`src/rtl/ram_arbiter_pkg.sv`:
```
// Shared definitions for the two-port RAM arbiter: FSM encoding, default RAM
// size and the access-legality check.
package ram_arbiter_pkg;

  localparam int MEM_WORDS_DEFAULT = 1024;

  typedef enum logic [1:0] {
    IDLE   = 2'd0,
    ACCESS = 2'd1,
    RESP   = 2'd2
  } state_t;

  // Comparing the word index rather than the byte address avoids overflow when
  // the word count is multiplied by four.
  function automatic logic addr_err(input logic [31:0] addr, input int unsigned mem_words);
    return (addr[1:0] != 2'b00) || (addr[31:2] >= 30'(mem_words));
  endfunction

endpackage

```
`src/rtl/rr_arbiter2.sv`:
```
// Two-input round-robin pick. The pointer holds the most recently granted port
// and advances only when a grant is actually issued.
module rr_arbiter2 (
  input  logic clk,
  input  logic reset,
  input  logic req0,
  input  logic req1,
  input  logic advance,
  output logic any,
  output logic pick
);

  logic last;

  always_comb begin
    any  = req0 | req1;
    pick = (req0 && req1) ? ~last : req1;
  end

  // NOTE: state registers use non-blocking assignments so every flop samples
  // the values from before the clock edge.
  always_ff @(posedge clk) begin
    if (reset) begin
      last <= 1'b1;
    end else if (advance && any) begin
      last <= pick;
    end
  end

endmodule

```
`src/rtl/ram_arbiter.sv`:
```
// Two-port arbiter in front of a single-port external RAM. Each transaction
// takes a fixed IDLE -> ACCESS -> RESP sequence.
module ram_arbiter
  import ram_arbiter_pkg::*;
#(
  parameter int MEM_WORDS = MEM_WORDS_DEFAULT
) (
  input  logic        clk,
  input  logic        reset,
  input  logic        req0,
  input  logic        req1,
  input  logic        we0,
  input  logic        we1,
  input  logic [31:0] addr0,
  input  logic [31:0] addr1,
  input  logic [31:0] wdata0,
  input  logic [31:0] wdata1,
  output logic        gnt0,
  output logic        gnt1,
  output logic        done0,
  output logic        done1,
  output logic        err0,
  output logic        err1,
  output logic [31:0] rdata,
  output logic [31:0] mem_a,
  output logic [31:0] mem_wd,
  output logic        mem_we,
  input  logic [31:0] mem_rd
);

  state_t      state, nxt;
  logic        any, pick;
  logic        win, lat_we, lat_err;
  logic [31:0] lat_addr, lat_wdata;
  logic        sel_we;
  logic [31:0] sel_addr, sel_wdata;

  rr_arbiter2 u_rr (
    .clk     (clk),
    .reset   (reset),
    .req0    (req0),
    .req1    (req1),
    .advance (state == IDLE),
    .any     (any),
    .pick    (pick)
  );

  always_comb begin
    sel_we    = pick ? we1    : we0;
    sel_addr  = pick ? addr1  : addr0;
    sel_wdata = pick ? wdata1 : wdata0;
  end

  always_ff @(posedge clk) begin
    if (reset) begin
      state     <= IDLE;
      win       <= 1'b0;
      lat_we    <= 1'b0;
      lat_err   <= 1'b0;
      lat_addr  <= '0;
      lat_wdata <= '0;
      rdata     <= '0;
    end else begin
      state <= nxt;
      if (state == IDLE && any) begin
        win       <= pick;
        lat_we    <= sel_we;
        lat_addr  <= sel_addr;
        lat_wdata <= sel_wdata;
        lat_err   <= addr_err(sel_addr, MEM_WORDS);
      end
      if (state == ACCESS) begin
        rdata <= (lat_we || lat_err) ? 32'h0 : mem_rd;
      end
    end
  end

  // NOTE: every output and next-state value gets a default first, so no path
  // through the case can leave a latch behind.
  always_comb begin
    nxt    = state;
    gnt0   = 1'b0;
    gnt1   = 1'b0;
    done0  = 1'b0;
    done1  = 1'b0;
    err0   = 1'b0;
    err1   = 1'b0;
    mem_a  = '0;
    mem_wd = '0;
    mem_we = 1'b0;
    case (state)
      IDLE: if (any) nxt = ACCESS;
      ACCESS: begin
        nxt    = RESP;
        gnt0   = ~win;
        gnt1   = win;
        mem_a  = lat_addr;
        mem_wd = lat_wdata;
        mem_we = lat_we & ~lat_err;
      end
      RESP: begin
        nxt   = IDLE;
        done0 = ~win;
        done1 = win;
        err0  = ~win & lat_err;
        err1  = win & lat_err;
      end
      default: nxt = IDLE;
    endcase
  end

endmodule

```
`config.mk`:
```
export PLATFORM = sky130hd
export DESIGN_NAME = ram_arbiter
export DESIGN_NICKNAME = d
export VERILOG_FILES = /design/src/rtl/ram_arbiter_pkg.sv /design/src/rtl/rr_arbiter2.sv /design/src/rtl/ram_arbiter.sv
export SDC_FILE = /design/constraint.sdc
export NUM_CORES = 1
export LEC_CHECK = 0
export ABC_AREA = 1
export CAP_MARGIN = 30
export CORE_MARGIN = 3
export CORE_UTILIZATION = 42
export DETAILED_ROUTE_END_ITERATION = 8
export PLACE_DENSITY_LB_ADDON = 0.3
export SYNTH_ARGS = -nofsm -noshare
export SYNTH_HDL_FRONTEND = slang
export SYNTH_SLANG_ARGS = --single-unit
```
`constraint.sdc`:
```
create_clock -name clk -period 2.8 [get_ports clk]
set_input_delay 0.28 -clock clk [delete_from_list [all_inputs] [get_ports clk]]
set_output_delay 0.28 -clock clk [all_outputs]
set_load 0.02 [all_outputs]
```
==> results of run 1 <==
-- final cells by class --
type / count / area, sq um
Sequential cell: 102 / 2040
Clock inverter: 6 / 70.1
Fill cell: 954 / 3160
Tap cell: 140 / 175
Clock buffer: 10 / 239
Multi-Input combinational cell: 485 / 2170
Inverter: 75 / 282
Timing Repair Buffer: 280 / 2800
-- layer usage --
metal | vias up | GRT usage (%)
met2 | 233 | 41.8
met5 | - | 0
met1 | 2384 | 27.5
met4 | 0 | 7.37
li1 | 2764 | -
met3 | 22 | 7.71
-- cells by family after synthesis --
kind of cell | after synthesis | synth area share [%]
compound gates | 164 | 19.0
flops | 102 | 43.1
simple gates | 321 | 26.5
buf+inv | 129 | 11.4
-- stage by stage --
| step | hold slack, ns | setup slack (ns) | cells | utilization, % | total power [mW] |
|---|---|---|---|---|---|
| floorplan | 0.423 | 1.47 | 716 | - | 2.21 |
| global placement | 0.447 | 0.707 | 1082 | 68.3 | 2.68 |
| detailed placement | 0.455 | 0.692 | 1082 | 68.3 | 2.69 |
| CTS | 0.465 | 0.329 | 1098 | 71.1 | 3.97 |
| global route | 0.486 | 0.244 | 1098 | 71.1 | 4.13 |
| finish | 0.464 | 0.386 | 1098 | 71.1 | 3.93 |
-- power by group through the flow --
stage / Combinational, mW / Clock (mW) / Sequential (mW)
after CTS: 1.00 / 1.31 / 1.66
after global placement: 0.985 / 0 / 1.69
after detailed placement: 0.998 / 0 / 1.69
after floorplan: 0.510 / 0 / 1.70
final: 0.995 / 1.27 / 1.66
after global routing: 1.10 / 1.36 / 1.68
-- state kept, by name, indices dropped and copies added, names as in the netlist --
signal / count
lat_addr: 32
lat_we: 1
rdata: 32
u_rr.last: 1
lat_err: 1
state: 2
win: 1
lat_wdata: 32
-- final timing paths --
kind / startpoint / end / cells past startpoint
hold reg to reg: rdata[28]$_SDFFE_PP0P_ / rdata[28]$_SDFFE_PP0P_ / 2
setup / recovery: state[0]$_SDFFE_PP0P_ / mem_a[0] / 3
setup reg to reg: state[0]$_SDFFE_PP0P_ / rdata[7]$_SDFFE_PP0P_ / 6
hold / removal: rdata[28]$_SDFFE_PP0P_ / rdata[28]$_SDFFE_PP0P_ / 2
-- cell usage after synthesis --
master | instances | area [sq um]
a211oi_1 | 1 | 7.51
a21oi_1 | 37 | 185
a31oi_1 | 61 | 382
buf_1 | 2 | 7.51
buf_2 | 26 | 130
buf_4 | 6 | 45.0
clkbuf_1 | 20 | 75.1
dfxtp_1 | 102 | 2040
inv_1 | 72 | 270
inv_2 | 3 | 11.3
nand2_1 | 208 | 781
nand2_2 | 1 | 6.26
nand3_1 | 21 | 105
nand3b_1 | 2 | 15.0
nor2_1 | 85 | 319
nor2_2 | 1 | 6.26
nor3_1 | 2 | 10.0
nor3_2 | 1 | 10.0
o21ai_0 | 22 | 110
o21ai_1 | 43 | 215
-- worst max-delay path, cell delays in order (launching register included) --
cell and delay [ns]:
dfxtp_1 0.37, nand2_4 0.43, nor2_1 0.34, clkdlybuf4s50_1 0.65
-- layout by cell type, fill, tap and decap left out, drive strengths merged, types with 2 or more instances in the layout --
master           n
a21oi           37
a31oi           61
buf             12
clkbuf          10
clkdlybuf4s50  268
clkinvlp         3
dfxtp          102
inv             76
nand2          209
nand3           21
nand3b           2
nor2            86
nor3             3
o21ai           65
==> results by group, run 1 <==
Outcome
  • Status: completed

Final layout
  • Synthesis-to-finish area growth: 64.3%
  • Antenna diodes: 0
  • NumNets Final: around 1,100
  • Design area: 7780 sq um
  • Share of cells above drive strength 1: under 10%

GRT
  • First-pass GRT wire length: 24,500 microns
  • Number of global-route vias before repair: 5,083
  • Initial antenna violation count: 0
  • GRT Total Usage: 23.8%
  • Total gr overflow: 0
  • Largest net degree at the start of global routing: 90

Timing
  • Maximum clock rate: 414 MHz
  • Slew at the pin closest to its max-slew limit: 0.791 ns
  • Final Hold Viols: 0
  • Min cycle time layout: between 2 and 2.5 ns
  • RSZ-0062 raised after global routing: false
  • Relative slew slack: 47.2%
  • Slew Viols, Final: 0
  • Period utilization: about 86%
  • Number of setup violations in the final report: 0
  • Clock skew: 0.00855 ns
  • Setup TNS: 0 ns

Critical path
  • Critical path launch point type: flop
  • Internal reg-to-reg setup slack: 0.79 ns
  • Crit. End Element: output port
  • CP arrival: 2.13 ns
  • Critical path class: reg -> out
  • CP max FO: 72
  • Required @ worst endpoint: 2.52 ns

Yosys
  • Yosys warns: 0
  • Cells after Synth: 716
  • Cell variety after synth: 20
  • Register bit total from synthesis: 102
  • Synthesized area: 4730 sq um
  • Mapped Avg Cell Area: about 6.6 sq um
  • Net Count, Synth: ~900
  • Register area share after synthesis: between 40% and 50%

Floorplan
  • Initial Util: a little over two fifths
  • Die X: 112 microns
  • Num rows: 38
  • Core footprint: 10,900 sq um
  • DIE AREA: 12,600 sq um
  • Die height: 112 microns
  • Boundary pin count: 269

Pwr
  • Clk pwr share: roughly a third
  • Internal power: 2.80 mW
  • NetSw: 1.14 mW
  • Sw frac: 28.9%
  • Pleak: 3.05 nW
  • Sequential power share: 42.3%
  • Logic pwr share: 25.3%
  • VDD IR max: 492 uV
  • P per Cell Area: just over 500 nW/um^2

CTS
  • Worst-path clk slew: about 0.070 ns
  • Sink Count: 102
  • Depth of the CTS H-tree: 3
  • Post_cts resized: 0
  • # Post-CTS Setup Buffers: 0
  • Worst-Skew Late Latency: about 0.34 ns
  • Max Buffers Root-to-Sink: 2
  • Number of CTS-inserted buffers: 9
  • Post-CTS Hold Buffers: 0
  • CTS tree: done
  • Root Buffer: clkbuf_16

Placement
  • Placed inst area: 7470 sq um
  • GPL Wtd Cong: about 0.83
  • Detailed placement HPWL: 11,300 microns
  • I/O Buffers: about 270

Detailed routing
  • Met3 Routed Length: 1400 microns
  • First-pass detailed-route iteration total: 5
  • Avg Vias per Cell: 4.92
  • Post-route ant nets: 0
  • Met1 wire length: between 6000 and 7000 microns
  • Initial drt markers: 446
  • Drt total wl: approximately 15,000 microns
  • DR vias: 5,403
  • WL/cell: 14.1 microns
  • Met2 WL: 7650 microns
  • Highest routed metal layer: met4
  • DRC viols: 0

Flow run
  • Max cap viols: 0

Min path
  • HP Class: reg -> reg
Power figures use the tool's default switching activity.
==> run 2, diff against run 1 <==
--- a/config.mk
+++ b/config.mk
@@ -7,10 +7,11 @@
 export LEC_CHECK = 0
 export ABC_AREA = 1
 export CAP_MARGIN = 30
+export CORE_ASPECT_RATIO = 1.75
 export CORE_MARGIN = 3
 export CORE_UTILIZATION = 42
 export DETAILED_ROUTE_END_ITERATION = 8
-export PLACE_DENSITY_LB_ADDON = 0.3
+export PLACE_DENSITY = 0.94
 export SYNTH_ARGS = -nofsm -noshare
 export SYNTH_HDL_FRONTEND = slang
 export SYNTH_SLANG_ARGS = --single-unit
==> run 2 against run 1 <==
Against the previous run:
- clock power decreased by 8%
- sequential share of layout area up 0.11 points
- die area increased by 0.40%
- combinational power is essentially flat
- fmax rose by 2.7%
- register-to-register slack improved by 0.20 ns
- via count up 2.9%
- sequential power about the same
- critical path depth is 1 higher
- core utilization increased by 0.45 points
- non-clock buffer count increased by 2
- critical endpoint is now mem_wd[6]
==> results by group, run 2 (synthesis gave the netlist of run 1 again) <==
Outcome
  • Status: completed

Final layout
  • Register area: 2040 sq um (unchanged)
  • Design area: 7740 sq um (-0.40%)
  • Multi-input combinational cell area: 2170 sq um (unchanged)
  • Synthesis-to-finish area growth: 63.6%
  • Share of cells above drive strength 1: 3.75% (-0.0039 points)
  • Antenna diodes: 0 (unchanged)
  • Biggest regs: lat_addr: 32 flops, lat_wdata: 32 flops, rdata: 32 flops
  • NumNets Final: 1,121 (+0.18%)
  • Most frequent cells in the layout: 268 x clkdlybuf4s50_1, 207 x nand2_1, 102 x dfxtp_1
  • # fillers: 832 (-13%)
  • Commonest non-fill, non-tap cell in the layout: clkdlybuf4s50_1

Min path
  • Hold path endpoint: rdata[0]$_SDFFE_PP0P_
  • Hold Path Stages: 2 (unchanged)
  • Hold Crit Start: rdata[0]$_SDFFE_PP0P_
  • HP Class: reg -> reg

Critical path
  • Critical path class: reg -> out
  • Reg2reg end: rdata[1]$_SDFFE_PP0P_
  • Worst R2R Start: state[0]$_SDFFE_PP0P_
  • CP arrival: 2.07 ns (-0.06 ns)
  • Required @ worst endpoint: 2.52 ns (about the same)
  • Critical path launch point type: flop
  • CP max FO: 37 (-49%)
  • Internal reg-to-reg setup slack: 0.99 ns (+0.20 ns)
  • Crit. End Element: output port
  • R2R cell count: 5 (-1)

CTS
  • Post_cts resized: 0 (unchanged)
  • Worst-Skew Late Latency: 0.34 ns (about the same)
  • Root Buffer: clkbuf_16
  • Depth of the CTS H-tree: 3 (unchanged)
  • Post-CTS Hold Buffers: 0 (unchanged)
  • Worst-path clk slew: 0.07 ns (about the same)
  • Number of CTS-inserted buffers: 9 (unchanged)
  • Max Buffers Root-to-Sink: 2 (unchanged)
  • CTS tree: done
  • Sink Count: 102 (unchanged)
  • # Post-CTS Setup Buffers: 0 (unchanged)

Timing
  • Setup TNS: 0 ns (unchanged)
  • Number of setup violations in the final report: 0 (unchanged)
  • Slew Viols, Final: 0 (unchanged)
  • Clock skew: 0.00772 ns (-0.000832 ns)
  • Min cycle time layout: 2.35 ns (-0.0635 ns)
  • Slew at the pin closest to its max-slew limit: 0.546 ns (-0.245 ns)
  • Relative slew slack: 63.6% (+16 points)
  • Final Hold Viols: 0 (unchanged)
  • Period utilization: 83.9% (-2.3 points)
  • Final worst-path setup slack: 0.450 ns (+0.0635 ns)
  • Hold slack: 0.467 ns (+0.00331 ns)
  • RSZ-0062 raised after global routing: false
  • Maximum clock rate: 425 MHz (+2.7%)

Pwr
  • VDD IR max: 368 uV (-25%)
  • Pleak: 3.04 nW (-0.17%)
  • Design Power: 3.84 mW (-2.2%)
  • P per Cell Area: 496 nW/um^2 (-1.8%)

Placement
  • I/O Buffers: 268 (unchanged)
  • GPL Wtd Cong: 0.846 (+2.5%)
  • Post-Place Worst Slack: 0.561 ns (-0.130 ns)
  • Detailed placement HPWL: 12,900 microns (+15%)
  • Placed inst area: 7470 sq um (about the same)

Floorplan
  • Boundary pin count: 269 (unchanged)
  • DIE AREA: 12,600 sq um (+0.40%)
  • Core footprint: 10,800 sq um (-1.0%)
  • Num rows: 50 (+32%)
  • Initial Util: 43.7% (+0.45 points)
  • Die height: 146 microns (+31%)
  • Die X: 86.3 microns (-23%)

Detailed routing
  • WL/cell: 15.5 microns (+9.7%)
  • Post-route ant nets: 0 (unchanged)
  • DRC viols: 0 (unchanged)
  • Avg Vias per Cell: 5.11 (+3.8%)
  • First-pass detailed-route iteration total: 5 (unchanged)
  • DR vias: 5,562 (+2.9%)
  • Drt total wl: 16,800 microns (+8.8%)
  • Initial drt markers: 306 (-31%)

GRT
  • Global-route track usage on met3: 7.91% (+0.20 points)
  • Largest net degree at the start of global routing: 87 (-3.3%)
  • First-pass GRT wire length: 26,400 microns (+7.9%)
  • Top Usage Layer GRT: met2
  • Total gr overflow: 0 (unchanged)
  • Number of global-route vias before repair: 5,438 (+7.0%)
  • M2 GR Usage: 47.1% (+5.2 points)
  • Initial antenna violation count: 0 (unchanged)
  • Met1 Use GR: 26.6% (-0.89 points)
  • GRT Total Usage: 26.4% (+2.6 points)

Flow run
  • Max cap viols: 0 (unchanged)
==> run 2: changes by cell type in the layout (fill, tap and decap cells not counted), sizes merged <==
cell / delta
buf: +2
bufinv: -1
clkbuf: +1
clkinvlp: -1
==> run 2: report_power, final <==
| part | leakage (nW) | internal (mW) | switching, mW | total, mW |
|---|---|---|---|---|
| logic | 2.07 | 0.486 | 0.522 | 1.01 |
| clock network | 0.128 | 0.628 | 0.543 | 1.17 |
| registers | 0.842 | 1.59 | 0.0748 | 1.67 |
| total | 3.04 | 2.70 | 1.14 | 3.84 |
==> run 2: metrics by stage <==
step,cells,utilization (%)
after global routing,1089,71.6
after detailed placement,1074,69.0
after global placement,1074,69.0
after CTS,1089,71.6
final,1089,71.6
after floorplan,716,-
==> run 2: area by class of cell <==
type | count | share of cell area (%)
timing repair buffer | 282 | 36.3
multi-input combinational | 485 | 28.0
sequential | 102 | 26.4
inverter | 75 | 3.63
clock buffer | 11 | 3.13
tap | 130 | 2.10
clock inverter | 4 | 0.420
==> run 2: worst max-delay path, cell delays in order (launching register included) <==
cell and delay [ns]:
dfxtp_1 0.38, nand2_4 0.27, buf_4 0.30, nor2_1 0.15, clkdlybuf4s50_1 0.63
==> run 2: worst max path at each step <==
stage	from	end	slack, ns	cells after the start
2_1_floorplan	state[1]$_SDFFE_PP0P_	mem_a[0]	1.47	5
4_1_cts	state[0]$_SDFFE_PP0P_	mem_wd[6]	0.44	4
3_3_place_gp	req1	lat_addr[2]$_SDFFE_PP0P_	0.65	6
5_1_grt	state[1]$_SDFFE_PP0P_	mem_wd[6]	0.33	5
3_5_place_dp	req1	lat_wdata[13]$_SDFFE_PP0P_	0.56	6
6_report	state[0]$_SDFFE_PP0P_	mem_wd[6]	0.45	4
==> run 2: routing by layer <==
metal	wire length, microns	vias up
met5	0	-
met4	958	0
met3	1160	62
met2	8860	232
met1	5840	2495
li1	-	2773
